--- src/rtl/frog_mover.sv ---
// -----------------------------------------------------------------------------
// frog_mover
//
// Moves a frog sprite one grid cell per accepted button press. The move is
// applied on the next frame boundary, so the sprite never tears mid-frame.
// Each button is synchronized, optionally debounced, and edge-detected.
// A press arms a move. The move is applied on the next vsync rising edge. The
// FSM then waits until every button is released before it accepts another
// press, so a button that stays held gives only one move.
//
// Build option:
//   FROG_DEBOUNCE_EN  - when defined, each button has its own debounce counter.
//                       When undefined, the synchronized level is used directly
//                       and DEBOUNCE_CYCLES is ignored.
//
// Ports:
//   clk        in   system clock, rising edge
//   rst        in   asynchronous active-high reset
//   btn_up     in   raw button, active-high
//   btn_down   in   raw button, active-high
//   btn_left   in   raw button, active-high
//   btn_right  in   raw button, active-high
//   vsync      in   frame sync from the display stage, active-high
//   frog_x     out  [9:0] left pixel coordinate of the frog
//   frog_y     out  [9:0] top pixel coordinate of the frog
//   moved      out  one-cycle pulse when the position actually changes
//   at_goal    out  high while the frog is in row 0
//
// FSM states:
//   state   | meaning
//   IDLE    | waiting for a press
//   PENDING | direction latched, waiting for the next vsync rising edge
//   HOLD    | move done, waiting for all buttons released
// -----------------------------------------------------------------------------
module frog_mover #(
    parameter int GRID_SIZE       = 32,
    parameter int H_CELLS         = 20,
    parameter int V_CELLS         = 15,
    parameter int START_COL       = 9,
    parameter int START_ROW       = 14,
    parameter int DEBOUNCE_CYCLES = 250000
) (
    input  logic       clk,
    input  logic       rst,
    input  logic       btn_up,
    input  logic       btn_down,
    input  logic       btn_left,
    input  logic       btn_right,
    input  logic       vsync,
    output logic [9:0] frog_x,
    output logic [9:0] frog_y,
    output logic       moved,
    output logic       at_goal
);

    typedef enum logic [1:0] {IDLE, PENDING, HOLD} state_t;
    typedef enum logic [1:0] {DIR_UP, DIR_DOWN, DIR_LEFT, DIR_RIGHT} dir_t;

    localparam logic [4:0] COL_RST  = 5'(START_COL);
    localparam logic [3:0] ROW_RST  = 4'(START_ROW);
    localparam logic [4:0] COL_LAST = 5'(H_CELLS - 1);
    localparam logic [3:0] ROW_LAST = 4'(V_CELLS - 1);
    localparam logic [9:0] X_RST    = 10'(START_COL * GRID_SIZE);
    localparam logic [9:0] Y_RST    = 10'(START_ROW * GRID_SIZE);

    // Button bit order: 0 = up, 1 = down, 2 = left, 3 = right.
    logic [3:0] btn_raw;
    logic [3:0] btn_s1, btn_s2;
    logic [3:0] btn_lvl;
    logic [3:0] btn_lvl_d;
    logic [3:0] press;

    logic vs_s1, vs_s2, vs_d, vs_rise;

    state_t     state, state_n;
    dir_t       dir, dir_n;
    logic [4:0] col, col_n;
    logic [3:0] row, row_n;
    logic       moved_n;

    assign btn_raw = {btn_right, btn_left, btn_down, btn_up};

    // Two-flop synchronizers. The vsync rise detect is registered as well.
    // This puts the position update three edges after vsync is first sampled.
    always_ff @(posedge clk or posedge rst) begin
        if (rst) begin
            btn_s1  <= '0;
            btn_s2  <= '0;
            vs_s1   <= 1'b0;
            vs_s2   <= 1'b0;
            vs_d    <= 1'b0;
            vs_rise <= 1'b0;
        end else begin
            btn_s1  <= btn_raw;
            btn_s2  <= btn_s1;
            vs_s1   <= vsync;
            vs_s2   <= vs_s1;
            vs_d    <= vs_s2;
            vs_rise <= vs_s2 & ~vs_d;
        end
    end

`ifdef FROG_DEBOUNCE_EN
    localparam int CNT_W = (DEBOUNCE_CYCLES > 1) ? $clog2(DEBOUNCE_CYCLES) : 1;
    localparam logic [CNT_W-1:0] CNT_LAST = CNT_W'(DEBOUNCE_CYCLES - 1);

    for (genvar i = 0; i < 4; i++) begin : g_db
        logic [CNT_W-1:0] cnt;
        logic             lvl;

        // Count consecutive samples that disagree with the accepted level.
        // Flip the level on the last sample of the run.
        always_ff @(posedge clk or posedge rst) begin
            if (rst) begin
                cnt <= '0;
                lvl <= 1'b0;
            end else if (btn_s2[i] == lvl) begin
                cnt <= '0;
            end else if (cnt == CNT_LAST) begin
                cnt <= '0;
                lvl <= btn_s2[i];
            end else begin
                cnt <= cnt + 1'b1;
            end
        end

        assign btn_lvl[i] = lvl;
    end
`else
    assign btn_lvl = btn_s2;
`endif

    always_ff @(posedge clk or posedge rst) begin
        if (rst) begin
            btn_lvl_d <= '0;
        end else begin
            btn_lvl_d <= btn_lvl;
        end
    end

    assign press = btn_lvl & ~btn_lvl_d;

    always_comb begin
        state_n = state;
        dir_n   = dir;
        col_n   = col;
        row_n   = row;
        moved_n = 1'b0;
        unique case (state)
            IDLE: begin
                if (|press) begin
                    state_n = PENDING;
                    if (press[0])      dir_n = DIR_UP;
                    else if (press[1]) dir_n = DIR_DOWN;
                    else if (press[2]) dir_n = DIR_LEFT;
                    else               dir_n = DIR_RIGHT;
                end
            end
            PENDING: begin
                if (vs_rise) begin
                    state_n = HOLD;
                    unique case (dir)
                        DIR_UP:    if (row != 4'd0)   row_n = row - 4'd1;
                        DIR_DOWN:  if (row != ROW_LAST) row_n = row + 4'd1;
                        DIR_LEFT:  if (col != 5'd0)   col_n = col - 5'd1;
                        DIR_RIGHT: if (col != COL_LAST) col_n = col + 5'd1;
                        default:   ;
                    endcase
                    moved_n = (row_n != row) || (col_n != col);
                end
            end
            HOLD: begin
                if (btn_lvl == 4'b0000) state_n = IDLE;
            end
            default: state_n = IDLE;
        endcase
    end

    // The pixel outputs are computed from the next cell. They therefore change
    // on the same edge as col/row.
    always_ff @(posedge clk or posedge rst) begin
        if (rst) begin
            state   <= IDLE;
            dir     <= DIR_UP;
            col     <= COL_RST;
            row     <= ROW_RST;
            frog_x  <= X_RST;
            frog_y  <= Y_RST;
            moved   <= 1'b0;
            at_goal <= (START_ROW == 0);
        end else begin
            state   <= state_n;
            dir     <= dir_n;
            col     <= col_n;
            row     <= row_n;
            frog_x  <= 10'(int'(col_n) * GRID_SIZE);
            frog_y  <= 10'(int'(row_n) * GRID_SIZE);
            moved   <= moved_n;
            at_goal <= (row_n == 4'd0);
        end
    end

endmodule

--- config.mk ---
export PLATFORM = sky130hd
export DESIGN_NAME = frog_mover
export DESIGN_NICKNAME = d
export VERILOG_FILES = /design/src/rtl/frog_mover.sv
export SDC_FILE = /design/constraint.sdc
export NUM_CORES = 1
export LEC_CHECK = 0
export CAP_MARGIN = 0
export CELL_PAD_IN_SITES_DETAIL_PLACEMENT = 0
export CELL_PAD_IN_SITES_GLOBAL_PLACEMENT = 1
export CORE_MARGIN = 2
export CORE_UTILIZATION = 36
export CTS_BUF_LIST = sky130_fd_sc_hd__clkbuf_16
export DETAILED_ROUTE_END_ITERATION = 12
export PLACE_DENSITY = 0.77
export SETUP_SLACK_MARGIN = 0.3
export SLEW_MARGIN = 25
export SYNTH_ARGS = -nofsm -noshare
export SYNTH_HDL_FRONTEND = slang
export SYNTH_SLANG_ARGS = --single-unit
export TNS_END_PERCENT = 5
--- constraint.sdc ---
create_clock -name clk -period 1.7 [get_ports clk]
set_input_delay 0.34 -clock clk [delete_from_list [all_inputs] [get_ports clk]]
set_output_delay 0.34 -clock clk [all_outputs]
set_load 0.02 [all_outputs]
==> run summary, run 1 <==
DETAILED ROUTING
------------------------------------------------------------------------------------
1st-iter DRT viols                                                               105
DR pass1 iterations                                                                4
Routed wirelength normalized by instance count                               13.9 um
Residual DRC                                                                       0
Total length of routed wires                                                 3.20 mm
Vias per inst                                                                   5.20
Number of nets with antenna violations after detailed routing                      0
Total vias in the final route                                                   1196

SYNTH
------------------------------------------------------------------------------------
Cell area after synthesis                                               0.00153 mm^2
Seq/Total Area, Yosys                                                          51.2%
Unique cell type count in the Yosys netlist                                       44
Main flop type after synthesis                                          sky130_fd_sc_hd__dfrtp_1
Instance count of the mapped netlist                                             146
Share of flip-flops with an asynchronous set or reset after synthesis           100%
Post-synth EDFFs                                                                   0
Yosys reg bits                                                                    31
Yosys synthesis warning count                                                      0
Mean area per synthesized cell                                             10.5 um^2

PLACED DESIGN
------------------------------------------------------------------------------------
Count of placed standard cells including taps                                    214
Final weighted congestion in routability-driven placement                      0.776
Final HPWL DP                                                                2.15 mm
Pre-CTS WS                                                                  -7.80 ps
IO Port Bufs                                                                      17

CLOCK TREE
------------------------------------------------------------------------------------
Hold buffers post-CTS                                                              0
Worst-path clk slew                                                            50 ps
Clock tree from TritonCTS                                                      built
Clock sink total                                                                  31
Clock buffer depth                                                                 2
Clock tree root driver cell                                             sky130_fd_sc_hd__clkbuf_16
CTS Buf Count                                                                      5
H-tree levels                                                                      2
Clock latency reported for the late side of the worst-skew pair               270 ps

DIE
------------------------------------------------------------------------------------
Die width                                                                    69.1 um
Y dimension of the die                                                       69.1 um
I/O pins                                                                          29
Starting density of the core                                                   37.9%
Floorplan core area                                                     0.00403 mm^2
Num rows                                                                          23
Die Footprint                                                           0.00478 mm^2

JOB
------------------------------------------------------------------------------------
Maximum capacitance violations                                                     0

TIMING
------------------------------------------------------------------------------------
Maximum frequency from static timing analysis                              0.609 GHz
Tcrit/Tclk final                                                               96.6%
Worst hold margin                                                             347 ps
Fin Clk Skew                                                                 2.08 ps
Setup Viol. Count Final                                                            0
Minimum setup slack in the final design                                      57.7 ps
Unrepaired setup endpoints after global routing                                  yes
Min Tclk post-route                                                          1640 ps
Final count of pins violating max slew                                             0
Hold violation total from the final report                                         0

SETUP PATH
------------------------------------------------------------------------------------
Crit-path cells                                                         buf_4 -> nand3_1 -> o311ai_2 -> o221ai_2 -> nor4_2
Cell family contributing the most delay on the critical path              flip-flops
Startpoint type of the worst setup path                                         flop
Buffers & Inverters on Critical Path                                               1
Crit path required time                                                      1880 ps
Longest individual stage delay on the worst path                              620 ps
CP Capture Type                                                                 flop
Worst EP arrival                                                             1820 ps
Setup CP Type                                                                reg2reg
Top fanout value on the critical path                                              7
Cell with the largest stage delay on the worst path                     sky130_fd_sc_hd__dfstp_2

CELLS AND AREA
------------------------------------------------------------------------------------
Final net count                                                                  191
Post-layout utilization of the core                                            51.6%
Footprint of the multi-input gates                                          747 um^2
Final non-filler cell total                                                      230
Number of inserted diodes                                                          0
Fraction of final layout cells with drive strength greater than 1              35.0%
Fill cells                                                                       366
Layout overhead on the synthesized area                                        36.2%
Reg area                                                                    788 um^2

WORST HOLD PATH
------------------------------------------------------------------------------------
Type of the worst min-delay path                                             reg2reg

POWER
------------------------------------------------------------------------------------
P per Cell Area                                                         1860 mW/mm^2
Overall power of the completed layout                                        3.86 mW
Leakage power summed over all cells                                         0.914 nW
Peak supply drop                                                          0.000679 V

GRT
------------------------------------------------------------------------------------
All-layer global routing usage                                                 13.8%
Maximum number of pins on one net before global-route repair                      19
Wire length of the first global-routing pass                                 5.33 mm
Aggregate global routing overflow                                                  0
Via count of the first global-routing pass                                      1168
Initial antenna violation count                                                    0

STATUS
------------------------------------------------------------------------------------
Status                                                                     completed

layout by cell type, fill, tap and decap left out, types with 2 or more instances in the layout:
master / instances
sky130_fd_sc_hd__dfrtp_2: 5
sky130_fd_sc_hd__o21ai_1: 2
sky130_fd_sc_hd__clkdlybuf4s15_1: 2
sky130_fd_sc_hd__a21o_1: 2
sky130_fd_sc_hd__dfrtp_1: 21
sky130_fd_sc_hd__nor2_1: 4
sky130_fd_sc_hd__clkinv_1: 2
sky130_fd_sc_hd__a21oi_1: 5
sky130_fd_sc_hd__dlygate4sd2_1: 2
sky130_fd_sc_hd__o311ai_2: 2
sky130_fd_sc_hd__nand2_1: 6
sky130_fd_sc_hd__nand3_1: 4
sky130_fd_sc_hd__nand4_1: 2
sky130_fd_sc_hd__nor2b_1: 2
sky130_fd_sc_hd__nand2b_1: 2
sky130_fd_sc_hd__ha_1: 3
sky130_fd_sc_hd__inv_1: 10
sky130_fd_sc_hd__conb_1: 11
sky130_fd_sc_hd__clkbuf_2: 2
sky130_fd_sc_hd__a2bb2oi_1: 2
sky130_fd_sc_hd__clkdlybuf4s50_1: 6
sky130_fd_sc_hd__buf_4: 17
sky130_fd_sc_hd__o22ai_1: 2
sky130_fd_sc_hd__xnor2_1: 2
sky130_fd_sc_hd__buf_6: 2
sky130_fd_sc_hd__dfstp_2: 5
sky130_fd_sc_hd__dlymetal6s2s_1: 3
sky130_fd_sc_hd__ha_4: 2
sky130_fd_sc_hd__clkbuf_16: 5
sky130_fd_sc_hd__o21ai_2: 4
sky130_fd_sc_hd__o21ai_0: 7
sky130_fd_sc_hd__a311oi_2: 2
sky130_fd_sc_hd__a31oi_1: 3
sky130_fd_sc_hd__nor3_1: 2
worst reg2reg max path, delay by kind of cell, from the launching register on:
kind,cells,cell delay (ps)
AOI/OAI and AO/OA,2,430
buffers and inverters,1,140
DFF,1,620
and+or+nand+nor,2,350
routing by layer:
layer	vias up	part of all wire, %	GRT usage (%)
met5	-	0	0
met4	0	1.8	6.75
met3	6	3.7	3.22
met2	30	49	21.6
met1	591	45	17.9
li1	569	-	-
power by group:
part	switching (mW)	internal [mW]	total, mW
Sequential	0.298	0.966	1.26
Clock	0.294	0.530	0.824
Combinational	0.904	0.872	1.78
per-stage QoR:
stage | area [um^2] | setup TNS, ps
after global placement | 1760 | 0
after CTS | 1940 | 0
after detailed placement | 1760 | -7.80
after floorplan | 1600 | 0
after global routing | 2080 | -7.68
final | 2080 | 0
cell usage after synthesis, drive strengths merged (3+ instances only):
master | n | share of area, %
dfrtp | 26 | 43
buf | 18 | 8.5
o21ai | 13 | 4.5
inv | 12 | 2.9
nand2 | 6 | 1.5
a21oi | 5 | 1.6
dfstp | 5 | 8.6
ha | 5 | 4.1
nor2 | 5 | 1.2
a31oi | 4 | 1.6
nand3 | 4 | 1.3
a311oi | 3 | 1.7
nand2b | 3 | 1.2
o22ai | 3 | 1.2
kinds of logic (layout without fill, tap and decap cells):
family	Yosys count	after routing	share of synthesized area (%)
AOI/OAI and AO/OA	42	42	18.2
and+or+nand+nor	32	32	11.7
DFF	31	31	51.2
buffers and inverters	30	54	11.5
adders and majority gates	5	5	4.10
xor gates and xnor gates	3	3	1.72
muxes	2	2	1.39
other	1	11	0.245
path summary, 6_finish.rpt:
check	startpoint	endpoint	slack, ps	cells after the start
max reg2reg	row[1]	at_goal	60	5
max	row[1]	at_goal	60	5
max in group asynchronous	rst	row[3]	1030	3
min in group asynchronous	rst	vs_s1	400	3
min reg2reg	btn_s1[2]	btn_lvl[2]	350	0
min	btn_s1[2]	btn_lvl[2]	350	0
repair_timing:
action / CTS / global route
setup endpoints to repair: 23 / 23
gates resized for setup: 9 / 48
buffers inserted: 5 / 3
pin swaps: 4 / 15
endpoints found under the hold margin: 0 / 0
cell type report:
| cell class | count | area share (%) |
|---|---|---|
| Sequential cell | 31 | 37.9 |
| Multi-Input combinational cell | 95 | 35.9 |
| Tap cell | 50 | 3.01 |
| Clock buffer | 5 | 6.01 |
| Timing Repair Buffer | 34 | 14.2 |
| Clock inverter | 3 | 0.722 |
| Inverter | 12 | 2.29 |
state kept, by name, summed over array words and instances, names as in the netlist:
signal,cells
btn_lvl_d,4
vs_d,1
frog_x,5
state,2
vs_s2,1
btn_lvl,4
row,4
vs_s1,1
dir,2
btn_s1,4
vs_rise,1
at_goal,1
moved,1
(Power assumes the default switching activity.)
==> run 2: changes to the inputs <==
--- a/config.mk
+++ b/config.mk
@@ -5,13 +5,14 @@
 export SDC_FILE = /design/constraint.sdc
 export NUM_CORES = 1
 export LEC_CHECK = 0
-export CAP_MARGIN = 0
+export CAP_MARGIN = 20
 export CELL_PAD_IN_SITES_DETAIL_PLACEMENT = 0
 export CELL_PAD_IN_SITES_GLOBAL_PLACEMENT = 1
 export CORE_MARGIN = 2
 export CORE_UTILIZATION = 36
 export CTS_BUF_LIST = sky130_fd_sc_hd__clkbuf_16
 export DETAILED_ROUTE_END_ITERATION = 12
+export HOLD_SLACK_MARGIN = 0.12
 export PLACE_DENSITY = 0.77
 export SETUP_SLACK_MARGIN = 0.3
 export SLEW_MARGIN = 25
==> results of run 2 <==
The final DEF is identical to that of run 1; final timing and power are the same.
